### src/rtl/gate_sweep_ctrl.sv
// gate_sweep_ctrl: walks a small combinational gate through every input
// combination, waits a settle interval per vector, and captures the gate
// output. Each captured bit is compared against an expected truth table.
// Optional build macro GATE_SWEEP_STOP_ON_FAIL_EN: when it is defined, the
// sweep ends at the first mismatching vector instead of running to the end.
module gate_sweep_ctrl #(
    parameter int                   N_IN          = 2,
    parameter int                   SETTLE_CYCLES = 1,
    parameter logic [(1<<N_IN)-1:0] EXPECTED      = 4'b0001
) (
    input  logic                   clk,
    input  logic                   rst,
    input  logic                   start,
    input  logic                   gate_y,
    output logic [N_IN-1:0]        stim,
    output logic                   busy,
    output logic                   done,
    output logic                   pass,
    output logic [N_IN:0]          err_count,
    output logic [(1<<N_IN)-1:0]   captured,
    output logic [N_IN-1:0]        vec_idx
);

    localparam int              NVEC        = 1 << N_IN;
    localparam logic [7:0]      SETTLE_INIT = 8'(SETTLE_CYCLES);
    localparam logic [N_IN:0]   ERR_ONE     = (N_IN+1)'(1);

    typedef enum logic [2:0] {
        S_IDLE,
        S_APPLY,
        S_SETTLE,
        S_CAPTURE,
        S_DONE
    } state_t;

    state_t               state_q, state_d;
    logic [N_IN-1:0]      vec_q, vec_d;
    logic [7:0]           cnt_q, cnt_d;
    logic [N_IN:0]        err_q, err_d;
    logic [NVEC-1:0]      cap_q, cap_d;
    logic                 pass_q, pass_d;
    logic                 mismatch;
    logic                 stop;

    // State and result registers; reset wins over an in-flight sweep.
    always_ff @(posedge clk) begin
        if (rst) begin
            state_q <= S_IDLE;
            vec_q   <= '0;
            cnt_q   <= '0;
            err_q   <= '0;
            cap_q   <= '0;
            pass_q  <= 1'b0;
        end else begin
            state_q <= state_d;
            vec_q   <= vec_d;
            cnt_q   <= cnt_d;
            err_q   <= err_d;
            cap_q   <= cap_d;
            pass_q  <= pass_d;
        end
    end

    // Next-state logic: results only change on an accepted start or in CAPTURE.
    always_comb begin
        state_d  = state_q;
        vec_d    = vec_q;
        cnt_d    = cnt_q;
        err_d    = err_q;
        cap_d    = cap_q;
        pass_d   = pass_q;
        mismatch = 1'b0;
        stop     = 1'b0;
        case (state_q)
            S_IDLE: begin
                if (start) begin
                    state_d = S_APPLY;
                    vec_d   = '0;
                    err_d   = '0;
                    cap_d   = '0;
                    pass_d  = 1'b0;
                end
            end
            S_APPLY: begin
                cnt_d   = SETTLE_INIT;
                state_d = (SETTLE_CYCLES == 0) ? S_CAPTURE : S_SETTLE;
            end
            S_SETTLE: begin
                cnt_d = cnt_q - 8'd1;
                if (cnt_q <= 8'd1) begin
                    state_d = S_CAPTURE;
                end
            end
            S_CAPTURE: begin
                cap_d[vec_q] = gate_y;
                mismatch     = (gate_y != EXPECTED[vec_q]);
                if (mismatch) begin
                    err_d = err_q + ERR_ONE;
                end
`ifdef GATE_SWEEP_STOP_ON_FAIL_EN
                stop = mismatch;
`else
                stop = 1'b0;
`endif
                if (stop || (&vec_q)) begin
                    state_d = S_DONE;
                    pass_d  = (err_d == '0);
                end else begin
                    vec_d   = vec_q + 1'b1;
                    state_d = S_APPLY;
                end
            end
            S_DONE: begin
                state_d = S_IDLE;
            end
            default: begin
                state_d = S_IDLE;
            end
        endcase
    end

    // Moore outputs decoded from the state; stim is zero outside the sweep.
    always_comb begin
        busy      = (state_q == S_APPLY) || (state_q == S_SETTLE) ||
                    (state_q == S_CAPTURE);
        done      = (state_q == S_DONE);
        stim      = busy ? vec_q : '0;
        pass      = pass_q;
        err_count = err_q;
        captured  = cap_q;
        vec_idx   = vec_q;
    end

endmodule

### config.mk
export PLATFORM = sky130hd
export DESIGN_NAME = gate_sweep_ctrl
export DESIGN_NICKNAME = d
export VERILOG_FILES = /design/src/rtl/gate_sweep_ctrl.sv
export SDC_FILE = /design/constraint.sdc
export NUM_CORES = 1
export LEC_CHECK = 0
export BUFFER_PORTS_ARGS = -buffer_cell sky130_fd_sc_hd__buf_2
export CORE_MARGIN = 2
export CORE_UTILIZATION = 40
export DETAILED_ROUTE_END_ITERATION = 12
export GPL_ROUTABILITY_DRIVEN = 1
export MAX_ROUTING_LAYER = met4
export PLACE_DENSITY = 0.66
export SETUP_SLACK_MARGIN = 0.2
export SLEW_MARGIN = 15
export SYNTH_ARGS = -nofsm -noshare
export SYNTH_HDL_FRONTEND = slang
export SYNTH_SLANG_ARGS = --single-unit
### constraint.sdc
create_clock -name clk -period 1.6 [get_ports clk]
set_input_delay 0.24 -clock clk [delete_from_list [all_inputs] [get_ports clk]]
set_output_delay 0.24 -clock clk [all_outputs]
set_load 0.02 [all_outputs]
==> flow_summary_export.csv <==
group,metric,value,unit
status,run_status,"completed",
sta,fmaxAchievable,694,MHz
clock_network,tritoncts_num_sinks,21,
flow_run,timing.max_cap.violations,0,
clock_network,cts_hold_buffers,0,
floorplanning,start_util,41.5,%
synthesis,post_synth_design_cell_area,0.00126,mm²
synthesis,yosys.area_share.adder,7.97,%
pwr,p_switching,1.01,mW
synthesis,synth-edff-count,0,
critical_path,critPathKind,"flop to primary output",
detailed_routing,wl,3.09,mm
floorplanning,die_width,60.0,µm
detailed_routing,initialDrtViolationCount,43,
synthesis,asyncSetResetFlopFracSynth,0,%
sta,worst_slew_pin_slew,0.373,ns
cells_and_area,most-common-layout-cells,"buf_4 (22), buf_2 (15), dfxtp_1 (13), nor2_1 (8), nand2b_1 (8)",
pwr,totalPowerFinal,2.49,mW
synthesis,yosys.area.top_type_share,33.5,%
synthesis,synth_xor_xnor_area_share,2.09,%
pwr,clkPwrFrac,10.8,%
sta,period_minus_ws_final,1.44,ns
critical_path,timing.reg2reg.worst_path_depth,6,
clock_network,clk_path_buf_depth,2,
grt,grt_first_pass_wirelength,4.96,mm
detailed_routing,via_count,1240,
clock_network,ctsRootBufferMaster,"clkbuf_4",
placed_design,gp_routability_congestion,0.826,
pwr,p_int,1.48,mW
placed_design,post-dp-hpwl,2.03,mm
clock_network,clkLatencyLatePin,0.31,ns
critical_path,worstSetupStartpointType,"flop",
placed_design,buffer_ports.inserted,17,
grt,initial_antenna_violation_count,0,
floorplanning,fp.coreArea,0.00303,mm²
grt,grt_overflow,0,
grt,grt_start_max_net_pins,16,
cells_and_area,fraction_of_the_core_area_covered_by_cells_at_the_end_of_the_flow,58.1,%
synthesis,dominant_combinational_cell_family_by_area_after_synthesis,"simple AND/OR/NAND/NOR gates",
pwr,seq_power_share,31.3,%
grt,global_route.usage.total,18.3,%
critical_path,critical_path.endpoint_type,"primary output",
pwr,power.density,1410,mW/mm²
synthesis,synth_compound_gate_area_share,20.6,%
cells_and_area,total_area_of_multi_input_combinational_cells,913,µm²
grt,grt_pass1_vias,1110,
sta,report.final.slew_viol_count,0,
critical_path,worstPathArrival,1.20,ns
cells_and_area,drive_gt1_share,47.8,%
detailed_routing,post-route-drc-count,0,
cells_and_area,fillCellCount,257,
cells_and_area,layout-area-overhead-vs-synth,40.1,%
detailed_routing,postRouteAntennaNets,0,
pwr,sw_frac_of_total,40.4,%
placed_design,postPlaceCellArea,0.00147,mm²
sta,rsz0062_at_grt,"yes",
synthesis,synth_sequential_area_ratio,33.5,%
worst_hold_path,timing.hold.worst.class,"input pin to flop",
clock_network,cts.htree.levels,1,
floorplanning,rows,20,
synthesis,postSynthNetCount,152,
pwr,worst_ir_drop_vdd,712,µV
floorplanning,design.die.area,0.00360,mm²
worst_hold_path,whs_path_depth,3,
pwr,power.leakage,0.678,nW
synthesis,synthMuxAreaShare,0,%
detailed_routing,average_routed_wire_per_standard_cell,13.9,µm
cells_and_area,diodes,0,
synthesis,synthFlopType,"dfxtp_1",
sta,setup_skew,0.00214,ns
sta,finalSetupViolations,0,
sta,fin_crit_sh,90.1,%
cells_and_area,stdcell_area,0.00176,mm²
pwr,combPwrFrac,57.8,%
clock_network,cts_buffers,3,
cells_and_area,layout_commonest_cell,"buf_4",
sta,worst_hold_slack,0.229,ns
detailed_routing,vias_per_cell,5.59,
synthesis,synth-simple-area-share,31.2,%
sta,tns,0,ns
synthesis,gate_count_of_the_mapped_netlist,140,
cells_and_area,sequential_cell_area,445,µm²
synthesis,synth_top_area_cell,"dfxtp_1",
synthesis,netlist-cell-type-count,43,
floorplanning,num_io_pins,18,
sta,report.final.hold_viol_count,0,
floorplanning,die_h,60.0,µm
critical_path,crit_required,1.36,ns
synthesis,synthesis.yosys.warnings,0,
synthesis,synthesis.area_per_instance,8.97,µm²
synthesis,synth.ff_latch_count,21,
cells_and_area,nNetsFinal,191,
critical_path,crit_path_max_fo,9,
clock_network,clk_pin_slew_worst_paths,0.12,ns
clock_network,tritoncts,"built",
synthesis,ys_top_cells_by_area,"dfxtp_1 (33%), ha_1 (8.0%), nand2b_1 (4.0%), a21oi_1 (3.2%), a311oi_1 (2.8%)",
sta,timing.max_slew.rel_slack,74.9,%
detailed_routing,drt_first_pass_iters,4,
-- power by group through the flow --
stage          Clock [mW]  Combinational [mW]  Sequential (mW)
3_5_place_dp            0                1.07            0.787
3_3_place_gp            0                1.05            0.776
6_report            0.270                1.44            0.780
5_1_grt             0.287                1.58            0.792
4_1_cts             0.279                1.23            0.779
2_1_floorplan           0               0.784            0.782
-- cells in the mapped netlist, types with 2 or more instances --
library cell / count
nor4bb_1: 2
nor3_1: 5
nand2b_1: 8
buf_2: 5
a31oi_1: 3
xnor2_1: 2
a211oi_1: 4
or3_1: 2
or4_1: 2
nand3b_1: 2
or3b_2: 3
nor2_1: 9
inv_1: 5
dfxtp_1: 21
a21oi_1: 8
nand3_1: 5
a311oi_1: 4
and2_1: 2
clkbuf_1: 2
nand2_1: 4
o21ai_0: 7
o211ai_1: 3
o311ai_0: 2
ha_1: 8
nand4b_1: 4
-- worst paths after layout --
check	startpoint	end	slack [ns]
max	state_q[2]	stim[1]	0.16
min	gate_y	captured[2]	0.23
max reg2reg	vec_idx[1]	err_count[0]	0.17
min reg2reg	captured[3]	captured[3]	0.47
-- final cells by class --
type / instances / area share (%)
inverters: 5 / 1.35
multi-input cells: 106 / 51.9
clock buffers: 4 / 1.49
well taps: 44 / 3.13
flip-flops and latches: 21 / 25.3
repair buffers: 42 / 16.8
-- per-stage QoR --
stage / setup slack (ns) / instances
floorplan: 0.112 / 140
global placement: 0.0731 / 203
detailed placement: 0.0439 / 203
CTS: 0.149 / 216
global route: 0.0849 / 222
finish: 0.158 / 222
-- cells by family after synthesis --
group	Yosys count
and+or+nand+nor	58
DFF	21
xor gates and xnor gates	3
AOI/OAI and AO/OA	37
buffers and inverters	13
adders and majority gates	8
-- state kept, by name (all words and copies together) (netlist names) --
name       count
cnt_q          8
pass           1
captured       4
err_count      3
vec_idx        2
state_q        3
-- routing by layer --
| layer | global-route usage (%) | part of all wire [%] |
|---|---|---|
| met1 | 26.4 | 49 |
| met4 | 9.52 | 1.7 |
| met5 | - | 0 |
| met2 | 24.7 | 46 |
| met3 | 2.16 | 3.7 |
-- critical path: stages (launching register included) --
cell	delay, ns
dfxtp_4	0.38
buf_4	0.17
nor3_1	0.16
buf_2	0.18
-- what timing repair did --
item                       in CTS  in global routing
resized for setup              22                 19
setup endpoints to repair      13                 20
gates cloned                    0                  1
pin swaps                      13                  7
buffers inserted                9                  5
No activity file was read; power rests on OpenSTA's default activity.
